## config.mk

```make
export PLATFORM = sky130hd
export DESIGN_NAME = iot_byte_tx
export DESIGN_NICKNAME = d
export VERILOG_FILES = /design/src/rtl/iot_byte_tx.sv
export SDC_FILE = /design/constraint.sdc
export NUM_CORES = 1
export LEC_CHECK = 0
export ABC_AREA = 0
export BUFFER_PORTS_ARGS = -buffer_cell sky130_fd_sc_hd__buf_2
export CAP_MARGIN = 20
export CORE_ASPECT_RATIO = 1.5
export CORE_MARGIN = 2
export CORE_UTILIZATION = 55
export CTS_CLUSTER_DIAMETER = 100
export DETAILED_ROUTE_END_ITERATION = 8
export GPL_TIMING_DRIVEN = 0
export PLACE_DENSITY = 0.77
export SYNTH_ARGS = -nofsm -noshare
export SYNTH_HDL_FRONTEND = slang
export SYNTH_SLANG_ARGS = --single-unit
```

## constraint.sdc

```tcl
create_clock -name clk -period 16.07 [get_ports clk]
set_clock_uncertainty 0.05 [all_clocks]
set_input_delay 3.214 -clock clk [delete_from_list [all_inputs] [get_ports clk]]
set_output_delay 3.214 -clock clk [all_outputs]
set_load 0.03 [all_outputs]
```

## src/rtl/iot_byte_tx.sv

```systemverilog
`default_nettype none
// ============================================================================
//  Module   : iot_byte_tx
//  Purpose  : Serialises buffered 128-bit sensor words into a back-pressured
//             MSB-first byte stream with a run-wide function select.
//  Revision : 1.0  initial release
// ============================================================================
module iot_byte_tx #(
    parameter int DEPTH     = 2,
    parameter int NUM_WORDS = 60
) (
    input  logic         clk,
    input  logic         rst,
    input  logic [127:0] word_data,
    input  logic         word_valid,
    output logic         word_ready,
    input  logic [2:0]   cfg_fn_sel,
    input  logic         busy,
    output logic         in_en,
    output logic [7:0]   iot_in,
    output logic [2:0]   fn_sel,
    output logic [6:0]   word_cnt,
    output logic         done
);

    localparam int                 c_ADDR_W    = (DEPTH > 1) ? $clog2(DEPTH) : 1;
    localparam int                 c_CNT_W     = c_ADDR_W + 1;
    localparam logic [c_CNT_W-1:0] c_DEPTH     = c_CNT_W'(DEPTH);
    localparam logic [6:0]         c_NUM_WORDS = 7'(NUM_WORDS);
    localparam logic [6:0]         c_LAST_WORD = 7'(NUM_WORDS - 1);

    typedef enum logic [1:0] {
        S_IDLE = 2'd0,
        S_SEND = 2'd1,
        S_DONE = 2'd2
    } state_t;

    state_t                r_state;
    logic [127:0]          r_mem [DEPTH];
    logic [c_ADDR_W-1:0]   r_wr_ptr;
    logic [c_ADDR_W-1:0]   r_rd_ptr;
    logic [c_CNT_W-1:0]    r_count;
    logic [3:0]            r_idx;

    logic                  w_push;
    logic                  w_can_emit;
    logic                  w_pop;
    logic [127:0]          w_head;
    logic [6:0]            w_msb;
    logic [7:0]            w_head_byte;

    // Readiness uses the pre-edge count, so a full FIFO refuses a write even
    // on the edge where a pop frees a slot.
    assign word_ready  = (r_count < c_DEPTH) && !done;
    assign w_push      = word_valid && word_ready;
    assign w_can_emit  = (r_state == S_SEND) && !busy && (r_count != '0);
    assign w_pop       = w_can_emit && (r_idx == 4'hF);

    assign w_head      = r_mem[r_rd_ptr];
    assign w_msb       = 7'd127 - {r_idx, 3'b000};
    assign w_head_byte = w_head[w_msb -: 8];

    // Storage carries no reset: occupancy is tracked solely by the pointers.
    always_ff @(posedge clk) begin
        if (w_push) begin
            r_mem[r_wr_ptr] <= word_data;
        end
    end

    always_ff @(posedge clk or posedge rst) begin
        if (rst) begin
            r_wr_ptr <= '0;
            r_rd_ptr <= '0;
            r_count  <= '0;
        end else begin
            if (w_push) begin
                r_wr_ptr <= r_wr_ptr + 1'b1;
            end
            if (w_pop) begin
                r_rd_ptr <= r_rd_ptr + 1'b1;
            end
            case ({w_push, w_pop})
                2'b10:   r_count <= r_count + 1'b1;
                2'b01:   r_count <= r_count - 1'b1;
                default: r_count <= r_count;
            endcase
        end
    end

    always_ff @(posedge clk or posedge rst) begin
        if (rst) begin
            r_state  <= S_IDLE;
            r_idx    <= 4'd0;
            in_en    <= 1'b0;
            iot_in   <= 8'h00;
            fn_sel   <= 3'd0;
            word_cnt <= 7'd0;
            done     <= 1'b0;
        end else begin
            case (r_state)
                S_IDLE: begin
                    in_en  <= 1'b0;
                    iot_in <= 8'h00;
                    fn_sel <= cfg_fn_sel;
                    if (r_count != '0) begin
                        r_state <= S_SEND;
                    end
                end
                S_SEND: begin
                    if (w_can_emit) begin
                        in_en  <= 1'b1;
                        iot_in <= w_head_byte;
                        if (r_idx == 4'hF) begin
                            r_idx <= 4'd0;
                            if (word_cnt < c_NUM_WORDS) begin
                                word_cnt <= word_cnt + 7'd1;
                            end
                            if (word_cnt == c_LAST_WORD) begin
                                r_state <= S_DONE;
                                done    <= 1'b1;
                            end
                        end else begin
                            r_idx <= r_idx + 4'd1;
                        end
                    end else begin
                        // Busy or starved: the bus idles and the byte index holds.
                        in_en  <= 1'b0;
                        iot_in <= 8'h00;
                    end
                end
                S_DONE: begin
                    in_en  <= 1'b0;
                    iot_in <= 8'h00;
                end
                default: begin
                    r_state <= S_IDLE;
                    in_en   <= 1'b0;
                    iot_in  <= 8'h00;
                end
            endcase
        end
    end

endmodule
`default_nettype wire

```

* Word level (Yosys, flattened, before mapping)
Memories as Yosys holds them, arrays and structs flattened.
Index checks and enable logic that the tools add are counted.
** Operators by class
- Add/sub/neg operators :: 7
- $lt $le $gt $ge :: 2
- Eq/ne operators :: 10
- Shift-type cells :: 1
- Mux-type cells :: 13
- Bitwise gates (word level) :: 1
- Reductions and logical operators :: 14
** Operator list (number)
- 135-bit by 8-bit indexed part select with 8-bit output :: 1
- 8-bit two-way mux :: 2
- 2-bit two-way mux :: 4
- 4-bit AND reduction :: 2
- 7-bit by 1-bit adder with 7-bit output, second input constant :: 1
- 7-bit by 6-bit == test with 1-bit output, second input constant :: 1
- 7-bit by 6-bit < comparator with 1-bit output, second input constant :: 1
- 7-bit subtractor, first input constant :: 1
- 2-bit one-hot mux with 3 select lines :: 1
- 1-bit logical AND :: 5
- 5-bit AND reduction :: 1
- 4-bit by 1-bit adder with 4-bit output, second input constant :: 1
- 2-bit by 1-bit == test with 1-bit output, second input constant :: 2
- 2-bit == test, second input constant :: 2
- 4-bit == test, second input constant :: 1
- 1-bit two-way mux :: 4
- 4-bit two-way mux :: 1
- 2-bit by 1-bit inequality test with 1-bit output, second input constant :: 2
- 2-bit inequality test, second input constant :: 2
- 2-bit one-hot mux with 2 select lines :: 1
- 2-bit nonzero test :: 2
- 1-bit adder, second input constant :: 2
- 2-bit by 1-bit adder with 2-bit output, second input constant :: 1
- 1-bit zero test :: 2
- other kinds (5) :: 5
** Word-level totals
- Bits in registers :: 30
- RAM bits :: 256
- Output and inout bits :: 21
- Word-level logic and storage cells :: 59
- Memories :: 1
** Memory list
- r_mem :: words 2, bits a word 128, read ports 1, clocked after memory_dff 0, wr ports 1, line 39 : logic [127:0] r_mem [DEPTH];

* Depth between registers and ports, before layout
Gate-level depths: netlist (run 1).
- Depth in word-level cells :: 6
- Depth in mapped cells :: 9

* Least setup slack after synthesis (run 1)
Ideal clock, no wire load.
- Kind :: in2reg
- Start :: input port word_valid
- End :: memory r_mem[0][0], enable pin
- Library setup time :: 0.617 ns
- Data arrival time :: 8.656 ns
- Data required time :: 15.403 ns
- Slack :: 6.747 ns
- Stages on the path :: 2
- Buffers on the path :: 0
- Cells stage by stage :: nand2_1 nor2_1
** Between the ends
- Longest elaborated chain between the ends :: 3
** RTL lines
- start: declaration :: line 15 : input logic word_valid,
- 1-bit logical AND :: line 55 : assign w_push = word_valid && word_ready;
- 1-bit two-way mux :: line 65 : if (w_push) begin
- 1-bit two-way mux (not written as such) :: line 66 : r_mem[r_wr_ptr] <= word_data;
- end: declaration :: line 39
Every way passes these cells.

* Worst setup path after layout (run 1)
- Start :: register r_count[1]
- End :: output port word_ready
** Between the ends
- Longest elaborated chain between the ends :: 2
** RTL lines
- start: declaration :: line 42 : logic [c_CNT_W-1:0] r_count;
- start signal: assignment :: line 83 : 2'b10: r_count <= r_count + 1'b1;
- start signal: assignment :: line 84 : 2'b01: r_count <= r_count - 1'b1;
- start signal: assignment :: line 85 : default: r_count <= r_count;
- 2-bit < comparator :: line 54 : assign word_ready = (r_count < c_DEPTH) && !done;
- 1-bit logical AND :: line 54
- end: declaration :: line 16 : output logic word_ready,
Every way passes these cells.

==> results of run 1 <==
[critical path, delay by kind of cell, from the launching register on]
kind,cells,cell delay [ns]
buf+inv,1,0.24
simple gates,1,0.22
flops,1,0.44
[report_power, final]
group          leakage (nW)  internal [mW]  total (mW)  switching [mW]
Clock                 0.380          0.306       0.558           0.253
Combinational          1.63          0.259       0.622           0.363
Sequential             2.74          0.973        1.01          0.0416
Total                  4.75           1.54        2.19           0.657
[path summary, 6_finish.rpt]
path	slack, ns	end	startpoint
setup / recovery	11.38	word_ready	r_count[1]
setup reg to reg	13.58	iot_in[4]	r_idx[2]
hold / removal	0.44	r_state[0]	r_state[1]
min in group asynchronous	2.63	iot_in[5]	rst
max in group asynchronous	12.87	word_cnt[0]	rst
hold reg to reg	0.44	r_state[0]	r_state[1]
[cell usage after synthesis, drive strengths merged (8+ instances only)]
library cell / instances / area share (%)
nand2: 9 / 0.31
nor2: 19 / 0.64
mux2i: 32 / 2.9
mux2: 28 / 2.9
edfxtp: 256 / 70
o21ai: 18 / 0.81
nor2b: 9 / 0.51
nor3: 10 / 0.45
mux4: 40 / 8.1
buf: 23 / 1.5
a21oi: 8 / 0.36
a211oi: 9 / 0.61
o22ai: 8 / 0.45
dfrtp: 30 / 6.8
[registers in the layout, summed over array words and instances, names as in the netlist]
signal    count
r_mem       256
fn_sel        3
r_idx         4
r_state       2
r_count       2
r_wr_ptr      1
done          1
in_en         1
iot_in        8
word_cnt      7
r_rd_ptr      1
[logic make-up (layout without fill, tap and decap cells)]
| family | count (synthesis) | in the layout | synth area share [%] |
|---|---|---|---|
| flip-flops | 286 | 286 | 76.3 |
| multiplexers | 100 | 100 | 13.9 |
| AO/OA/AOI/OAI | 62 | 62 | 3.86 |
| AND/OR/NAND/NOR | 62 | 62 | 2.78 |
| buffers and inverters | 34 | 241 | 1.96 |
| XOR/XNOR | 11 | 11 | 0.871 |
| adder cells (fa/ha/maj) | 3 | 3 | 0.339 |
| other | 0 | 1 | 0 |
[area by class of cell]
| type | count | share of cell area [%] |
|---|---|---|
| plain buffers | 30 | 1.54 |
| flip-flops and latches | 286 | 64.5 |
| clock buffers | 32 | 5.31 |
| multi-input cells | 238 | 18.5 |
| clock inverters | 14 | 0.536 |
| diodes | 1 | 0.0191 |
| well taps | 260 | 2.49 |
| repair buffers | 161 | 7.02 |
| inverters | 4 | 0.115 |
[metrics by stage]
| step | worst slack, ns | utilization, % |
|---|---|---|
| final | 11.38 | 66.1 |
| after detailed placement | 11.00 | 62.2 |
| after global placement | 4.37 | 61.5 |
| after global routing | 11.31 | 66.1 |
| after CTS | 11.38 | 66.1 |
| after floorplan | 6.75 | - |
[layer usage]
| layer | vias to the layer above | GRT usage [%] |
|---|---|---|
| li1 | 2638 | - |
| met1 | 3014 | 25.2 |
| met2 | 208 | 39.0 |
| met3 | 45 | 3.28 |
| met4 | 4 | 8.82 |
| met5 | - | 0 |
==> metrics.md, run 1 <==
| Metric | Value |
|---|---|
| RSZ-0062 raised after global routing | no |
| Worst Hold Class | reg -> reg |
| IO Count | 156 |
| Area of the multi-input gates | 0.00242 mm2 |
| Post-Syn Nets | 696 |
| CTS H-tree depth | 1 |
| Worst-path clk slew | 0.07 ns |
| CP Class | reg -> out |
| Max VDD drop | 98.7 uV |
| CTS root buffer | clkbuf_16 |
| Cts bufs inserted | 26 |
| Chip Width | 120 um |
| Die area | 0.0213 mm2 |
| Hold_buf cts | 0 |
| Worst Path Required | 12.81 ns |
| PD cells | 168 mW/mm2 |
| Area Overhead vs Synth | 18.3% |
| DIE HEIGHT | 178 um |
| GR Util All Layers | 21.4% |
| Crit-path max FO | 5 |
| Residual DRC count | 0 |
| Metal3 WL | 1120 um |
| Final instance area | 0.0131 mm2 |
| Top FF cell, synth | edfxtp_1 |
| Fillcell total | 1,337 |
| Final setup viols | 0 |
| Vias/cell | 5.76 |
| Slew Limit Fails | 0 |
| DRT Pass-1 Iters | 4 |
| Max-Cap Viols | 0 |
| Post-synthesis sequential area ratio | 76.3% |
| Final count of hold timing violations | 0 |
| Placement Cell Area | 0.0123 mm2 |
| Register Area | 0.00844 mm2 |
| Cell Count Post-Placement | 979 |
| WL/cell | 22.1 um |
| Slew headroom | 44.4% |
| Netlist cell types | 46 |
| Hpwl dp | 16,000 um |
| RePlAce Congestion | 0.870 |
| Syn avg cell area | 19.8 um2 |
| Slew @ Worst Pin | 0.835 ns |
| Number of global-route vias before repair | 6,268 |
| Commonest cells after routing, fill and taps aside | edfxtp_1 (256), buf_2 (167), mux4_2 (40) |
| FMAX | 213 MHz |
| Port buffer count | 155 |
| First-pass GRT wire length | 34,100 um |
| Tcrit/Tclk final | 29.2% |
| Tmin final | 4.69 ns |
| Worst-skew pair later-pin latency | 0.52 ns |
| Final nets | 885 |
| Worst-path cell chain | nor2_1 > buf_2 |
| Post-CTS setup buffers | 0 |
| Leading cell type in the layout, fill and taps excluded | edfxtp_1 |
| Site row count | 63 |
| DR top layer | met5 |
| GR Overflow Total | 0 |
| Hold WS | 0.444 ns |
| Largest net degree at the start of global routing | 73 |
| # resized after CTS | 0 |
| Post-synth EDFFs | 256 |
| Mapped Cells | 558 |
| Asr flop ratio synth | 10.5% |
| CP Capture Type | output port |
| Final wirelength | 22,600 um |
| Core Footprint | 0.0198 mm2 |
| Yosys reg bits | 286 |
| CTS Sinks | 286 |
| CTS tree | done |
| Clock Tree Buf Depth | 3 |
| ANT nets after route | 0 |
| Final Total Pwr | 2.19 mW |
| Initial antenna violation count | 3 |
| Final TNS setup | 0 ns |
| WL met2 | 12,400 um |
| Vias | 5,909 |
| Post-synthesis instance area | 0.0111 mm2 |
| First-iteration detailed-routing DRC count | 481 |
| Non-Filler Instances | 1,026 |
| Crit-path max cell delay | 0.44 ns |
| Reg2reg path depth | 5 |
| Status | finished clean |
| Static leakage | 4.75 nW |
| YS warnings | 0 |
| Crit path DAT | 1.42 ns |
| Worst Hold Path Cells | 1 |
| Metal-1 WL | 8280 um |
| Initial Utilization | 55.9% |
| Worst path slowest cell | dfrtp_1 |
| CP Launch Type | flop |
| Share of post-route cells with drive strength above 1 | 37.6% |
Note: power is estimated with default switching activity, not from simulation.
==> inputs of run 2 (changes only) <==
==> constraint.sdc (replaced) <==
create_clock -name clk -period 4.4 [get_ports clk]
set_clock_uncertainty 0.05 [all_clocks]
set_input_delay 0.88 -clock clk [delete_from_list [all_inputs] [get_ports clk]]
set_output_delay 0.88 -clock clk [all_outputs]
set_load 0.03 [all_outputs]
==> metrics.md, run 2 (synthesis gave the netlist of run 1 again) <==
| Metric | Value |
|---|---|
| Tcrit/Tclk final | 56.7% |
| Met2 usage | 38.0% |
| ANT nets after route | 0 |
| Leading cell type in the layout, fill and taps excluded | edfxtp_1 |
| Final wirelength | 22,500 um |
| Core Footprint | 0.0198 mm2 |
| RePlAce Congestion | 0.893 |
| Post-Place Setup Slack | 1.62 ns |
| DIE HEIGHT | 178 um |
| Clock Power Share | 27.0% |
| CP Class | reg -> reg |
| Commonest cells after routing, fill and taps aside | edfxtp_1 (256), buf_2 (167), mux4_2 (40) |
| Residual DRC count | 0 |
| Number of global-route vias before repair | 6,213 |
| Crit path max-delay family | buffers and inverters |
| Worst Path Required | 4.81 ns |
| Area of the multi-input gates | 0.00242 mm2 |
| Grt met1 use | 25.8% |
| Crit-path max FO | 10 |
| Final TNS setup | 0 ns |
| Reg power frac | 45.2% |
| # resized after CTS | 0 |
| Worst Path Buf+Inv | 2 |
| First-pass GRT wire length | 34,100 um |
| Worst Hold Class | in -> async |
| Initial Utilization | 55.9% |
| Hold_buf cts | 0 |
| Worst-path cell chain | buf_2 > buf_1 > mux2i_1 > o21ai_0 > o311a_1 |
| Final Total Pwr | 8.20 mW |
| RSZ-0062 raised after global routing | no |
| Status | finished clean |
| Share of post-route cells with drive strength above 1 | 38.4% |
| Final nets | 885 |
| Placement Cell Area | 0.0123 mm2 |
| CTS Sinks | 286 |
| CTS root buffer | clkbuf_16 |
| Worst path slowest cell | buf_1 |
| Vias | 5,845 |
| Gate power share | 27.8% |
| Chip Width | 120 um |
| Max-Cap Viols | 0 |
| Final instance area | 0.0132 mm2 |
| CP Capture Type | flop |
| Static leakage | 4.80 nW |
| Worst-path clk slew | 0.06 ns |
| IO Count | 156 |
| Crit path DAT | 2.91 ns |
| Final count of hold timing violations | 0 |
| Max reg flops | 256 |
| Crit-path max cell delay | 0.68 ns |
| CTS H-tree depth | 1 |
| Worst-skew pair later-pin latency | 0.53 ns |
| Clock Tree Buf Depth | 3 |
| Initial antenna violation count | 5 |
| First-iteration detailed-routing DRC count | 419 |
| Cts bufs inserted | 26 |
| Site row count | 63 |
| Top flop regs | r_mem (256), iot_in (8), word_cnt (7) |
| Register Area | 0.00844 mm2 |
| CTS tree | done |
| Largest net degree at the start of global routing | 69 |
| Slew @ Worst Pin | 0.904 ns |
| GRT busiest layer | met2 |
| CP Launch Type | flop |
| Power Internal | 5.80 mW |
| Switch Pwr | 2.40 mW |
| Largest Register | r_mem |
| Tmin final | 2.50 ns |
| Fillcell total | 1,327 |
| Slew Limit Fails | 0 |
| Die area | 0.0213 mm2 |
| FMAX | 401 MHz |
| Grt met3 use | 3.15% |
| PD cells | 622 mW/mm2 |
| Slew headroom | 39.7% |
| Post-CTS setup buffers | 0 |
| Fin worst setup slack | 1.90 ns |
| Final setup viols | 0 |
| DRT Pass-1 Iters | 5 |
| Area Overhead vs Synth | 19.2% |
| Port buffer count | 155 |
| Vias/cell | 5.69 |
| GR Overflow Total | 0 |
| GR Util All Layers | 21.4% |
| Hpwl dp | 15,800 um |
| WL/cell | 21.9 um |
| Net Sw Frac | 29.3% |
| Max VDD drop | 408 uV |
[run 2: worst paths after layout]
kind	from	endpoint	slack [ns]	depth (start not counted)
min reg2reg	r_state[1]	r_state[0]	0.44	1
max	r_idx[2]	iot_in[3]	1.90	5
min	rst	in_en	0.31	2
max in group asynchronous	rst	iot_in[0]	3.50	3
min in group clk	r_state[1]	r_state[0]	0.44	1
max reg2reg	r_idx[2]	iot_in[3]	1.90	5
[run 2: power groups by stage]
stage	clock network (mW)	registers [mW]	logic, mW
global placement	0	3.76	2.14
global route	2.36	3.74	2.44
CTS	2.25	3.71	2.31
detailed placement	0	3.76	2.29
floorplan	0	3.79	1.51
finish	2.21	3.71	2.28
[run 2: worst reg2reg max path: cells and delay by family (launching register included)]
family | cells | cell delay, ns
AO/OA/AOI/OAI | 2 | 0.90
multiplexers | 1 | 0.19
flip-flops | 1 | 0.38
buffers and inverters | 2 | 0.92
[run 2: per-layer routing]
| metal | part of all wire (%) | vias up |
|---|---|---|
| met5 | 0.058 | - |
| met3 | 4.6 | 42 |
| met1 | 38 | 2972 |
| met2 | 54 | 192 |
| met4 | 4.0 | 2 |
| li1 | - | 2637 |
[run 2: layout make-up]
cell class / instances / area share [%]
Tap cell: 260 / 2.47
Buffer: 30 / 1.53
Multi-Input combinational cell: 238 / 18.3
Inverter: 4 / 0.114
Antenna cell: 4 / 0.0759
Timing Repair Buffer: 161 / 7.02
Clock buffer: 35 / 5.90
Sequential cell: 286 / 64.0
Clock inverter: 10 / 0.569
[run 2: stage by stage]
step / utilization, % / std cells / hold WS [ns]
finish: 66.6 / 1028 / 0.312
global route: 66.6 / 1028 / 0.315
CTS: 66.6 / 1024 / 0.311
detailed placement: 62.3 / 979 / 0.434
global placement: 61.5 / 973 / 0.419
floorplan: - / 558 / 0.400
==> inputs of run 3 (changes only) <==
--- a/config.mk
+++ b/config.mk
@@ -10,11 +10,11 @@
 export CAP_MARGIN = 20
 export CORE_ASPECT_RATIO = 1.5
 export CORE_MARGIN = 2
-export CORE_UTILIZATION = 55
+export CORE_UTILIZATION = 51
 export CTS_CLUSTER_DIAMETER = 100
 export DETAILED_ROUTE_END_ITERATION = 8
 export GPL_TIMING_DRIVEN = 0
-export PLACE_DENSITY = 0.77
+export PLACE_DENSITY = 0.75
 export SYNTH_ARGS = -nofsm -noshare
 export SYNTH_HDL_FRONTEND = slang
 export SYNTH_SLANG_ARGS = --single-unit
==> constraint.sdc (replaced) <==
create_clock -name clk -period 2.2 [get_ports clk]
set_clock_uncertainty 0.05 [all_clocks]
set_input_delay 0.44 -clock clk [delete_from_list [all_inputs] [get_ports clk]]
set_output_delay 0.44 -clock clk [all_outputs]
set_load 0.03 [all_outputs]
==> metrics.md, run 3 (synthesis gave the netlist of run 1 again) <==
| Metric | Value |
|---|---|
| Post-Place Setup Slack | -0.300 ns |
| Slew @ Worst Pin | 0.863 ns |
| Area of the multi-input gates | 0.00247 mm2 |
| CTS Sinks | 286 |
| Max-Cap Viols | 0 |
| IO Count | 156 |
| Hold_sp | word_data[101] |
| Number of global-route vias before repair | 6,411 |
| Final count of hold timing violations | 0 |
| Post-layout util | 61.8% |
| Fillcell total | 1,562 |
| Worst-path clk slew | 0.07 ns |
| Largest Register | r_mem |
| RePlAce Congestion | 0.851 |
| Largest net degree at the start of global routing | 69 |
| RSZ-0062 raised after global routing | no |
| CP Capture Type | flop |
| Grt met1 use | 23.5% |
| Vias/cell | 5.68 |
| Final wirelength | 23,400 um |
| Area Overhead vs Synth | 19.9% |
| GR Overflow Total | 0 |
| Leading cell type in the layout, fill and taps excluded | edfxtp_1 |
| Cell Count Post-Placement | 990 |
| GR Util All Layers | 19.9% |
| Worst Hold Class | in -> reg |
| Share of post-route cells with drive strength above 1 | 39.2% |
| CP Launch Type | flop |
| Vias | 5,961 |
| FMAX | 474 MHz |
| Chip Width | 124 um |
| PD cells | 1240 mW/mm2 |
| Crit-path max FO | 10 |
| ANT nets after route | 0 |
| Final setup viols | 0 |
| Initial Utilization | 51.5% |
| CP Class | reg -> reg |
| Final nets | 891 |
| WL/cell | 22.3 um |
| Tmin final | 2.11 ns |
| Met2 usage | 36.2% |
| Cts bufs inserted | 26 |
| Residual DRC count | 0 |
| CTS tree | done |
| Worst-skew pair later-pin latency | 0.52 ns |
| Site row count | 66 |
| Final Total Pwr | 16.4 mW |
| Slew headroom | 42.4% |
| Core Footprint | 0.0215 mm2 |
| Worst r2r src | r_idx[0] |
| Non-Filler Instances | 1,049 |
| Tcrit/Tclk final | 95.8% |
| GRT busiest layer | met2 |
| Die area | 0.0229 mm2 |
| Status | finished clean |
| Grt met3 use | 2.47% |
| First-pass GRT wire length | 34,900 um |
| Register Area | 0.00844 mm2 |
| Clock Tree Buf Depth | 3 |
| CTS root buffer | clkbuf_16 |
| CTS H-tree depth | 1 |
| Fin worst setup slack | 0.0915 ns |
| Max VDD drop | 722 uV |
| Commonest cells after routing, fill and taps aside | edfxtp_1 (256), buf_2 (162), mux4_2 (40) |
| DRT Pass-1 Iters | 6 |
| Slew Limit Fails | 0 |
| Port buffer count | 155 |
| Initial antenna violation count | 5 |
| Top flop regs | r_mem (256), iot_in (8), word_cnt (7) |
| DIE HEIGHT | 184 um |
| First-iteration detailed-routing DRC count | 451 |
| Max reg flops | 256 |
| Hold WS | 0.0578 ns |
| Worst Path Required | 2.61 ns |
| CP Launch Point | r_idx[0] |
| Crit path DAT | 2.52 ns |
| Static leakage | 4.81 nW |
| Hpwl dp | 16,200 um |
[run 3: changes by cell type in the layout (fill, tap and decap cells not counted), sizes merged]
cell,before,now
nor2,19,20
clkinvlp,1,0
diode,4,5
clkinv,8,7
and3,1,2
clkbuf,42,49
dlygate4sd3,0,1
[run 3: final timing paths]
path | slack [ns] | end | cells past startpoint
max in group asynchronous | 1.18 | r_count[1] | 4
setup reg to reg | 0.09 | iot_in[3] | 7
hold reg to reg | 0.45 | fn_sel[0] | 1
min in group asynchronous | 0.42 | iot_in[3] | 3
setup / recovery | 0.09 | iot_in[3] | 7
hold / removal | 0.06 | r_mem[0][101] | 1
[run 3: worst max-delay path: stages (launching register included)]
cell	delay (ns)
dfrtp_1	0.40
clkbuf_4	0.26
buf_4	0.24
nand3_2	0.23
o221ai_1	0.28
a21oi_1	0.06
o21ai_1	0.27
o311a_1	0.25
[run 3: layer usage]
metal	up-vias	wire length [um]
met3	49	1150
met2	209	12500
met4	0	1050
met1	3048	8650
met5	-	0
li1	2655	-
[run 3: through the flow]
step / area (um2) / setup TNS [ns]
after floorplan: 11100 / -222.52
final: 13300 / 0
after global placement: 12200 / -355.52
after global routing: 13300 / 0
after CTS: 13200 / 0
after detailed placement: 12300 / -10.10
[run 3: cell type report]
cell class | instances | share of cell area (%)
antenna | 5 | 0.0943
buffer | 29 | 1.56
clock buffer | 39 | 5.82
clock inverter | 8 | 0.443
inverter | 4 | 0.113
multi-input combinational | 240 | 18.6
sequential | 286 | 63.6
tap | 272 | 2.57
timing repair buffer | 166 | 7.13
[run 3: power breakdown]
part           switching (mW)  internal [mW]  leakage, nW
logic                    2.72           1.95         1.67
registers               0.327           7.11         2.74
clock network            1.82           2.53        0.406
total                    4.86           11.6         4.81
[run 3: timing repair]
item / in CTS / in global routing
hold endpoints to repair: 8 / 0
endpoints found under the setup margin: 110 / 43
gates cloned: 2 / 0
pin swaps: 3 / 1
hold buffers: 1 / 0
gates resized for setup: 13 / 7
setup buffers: 3 / 2
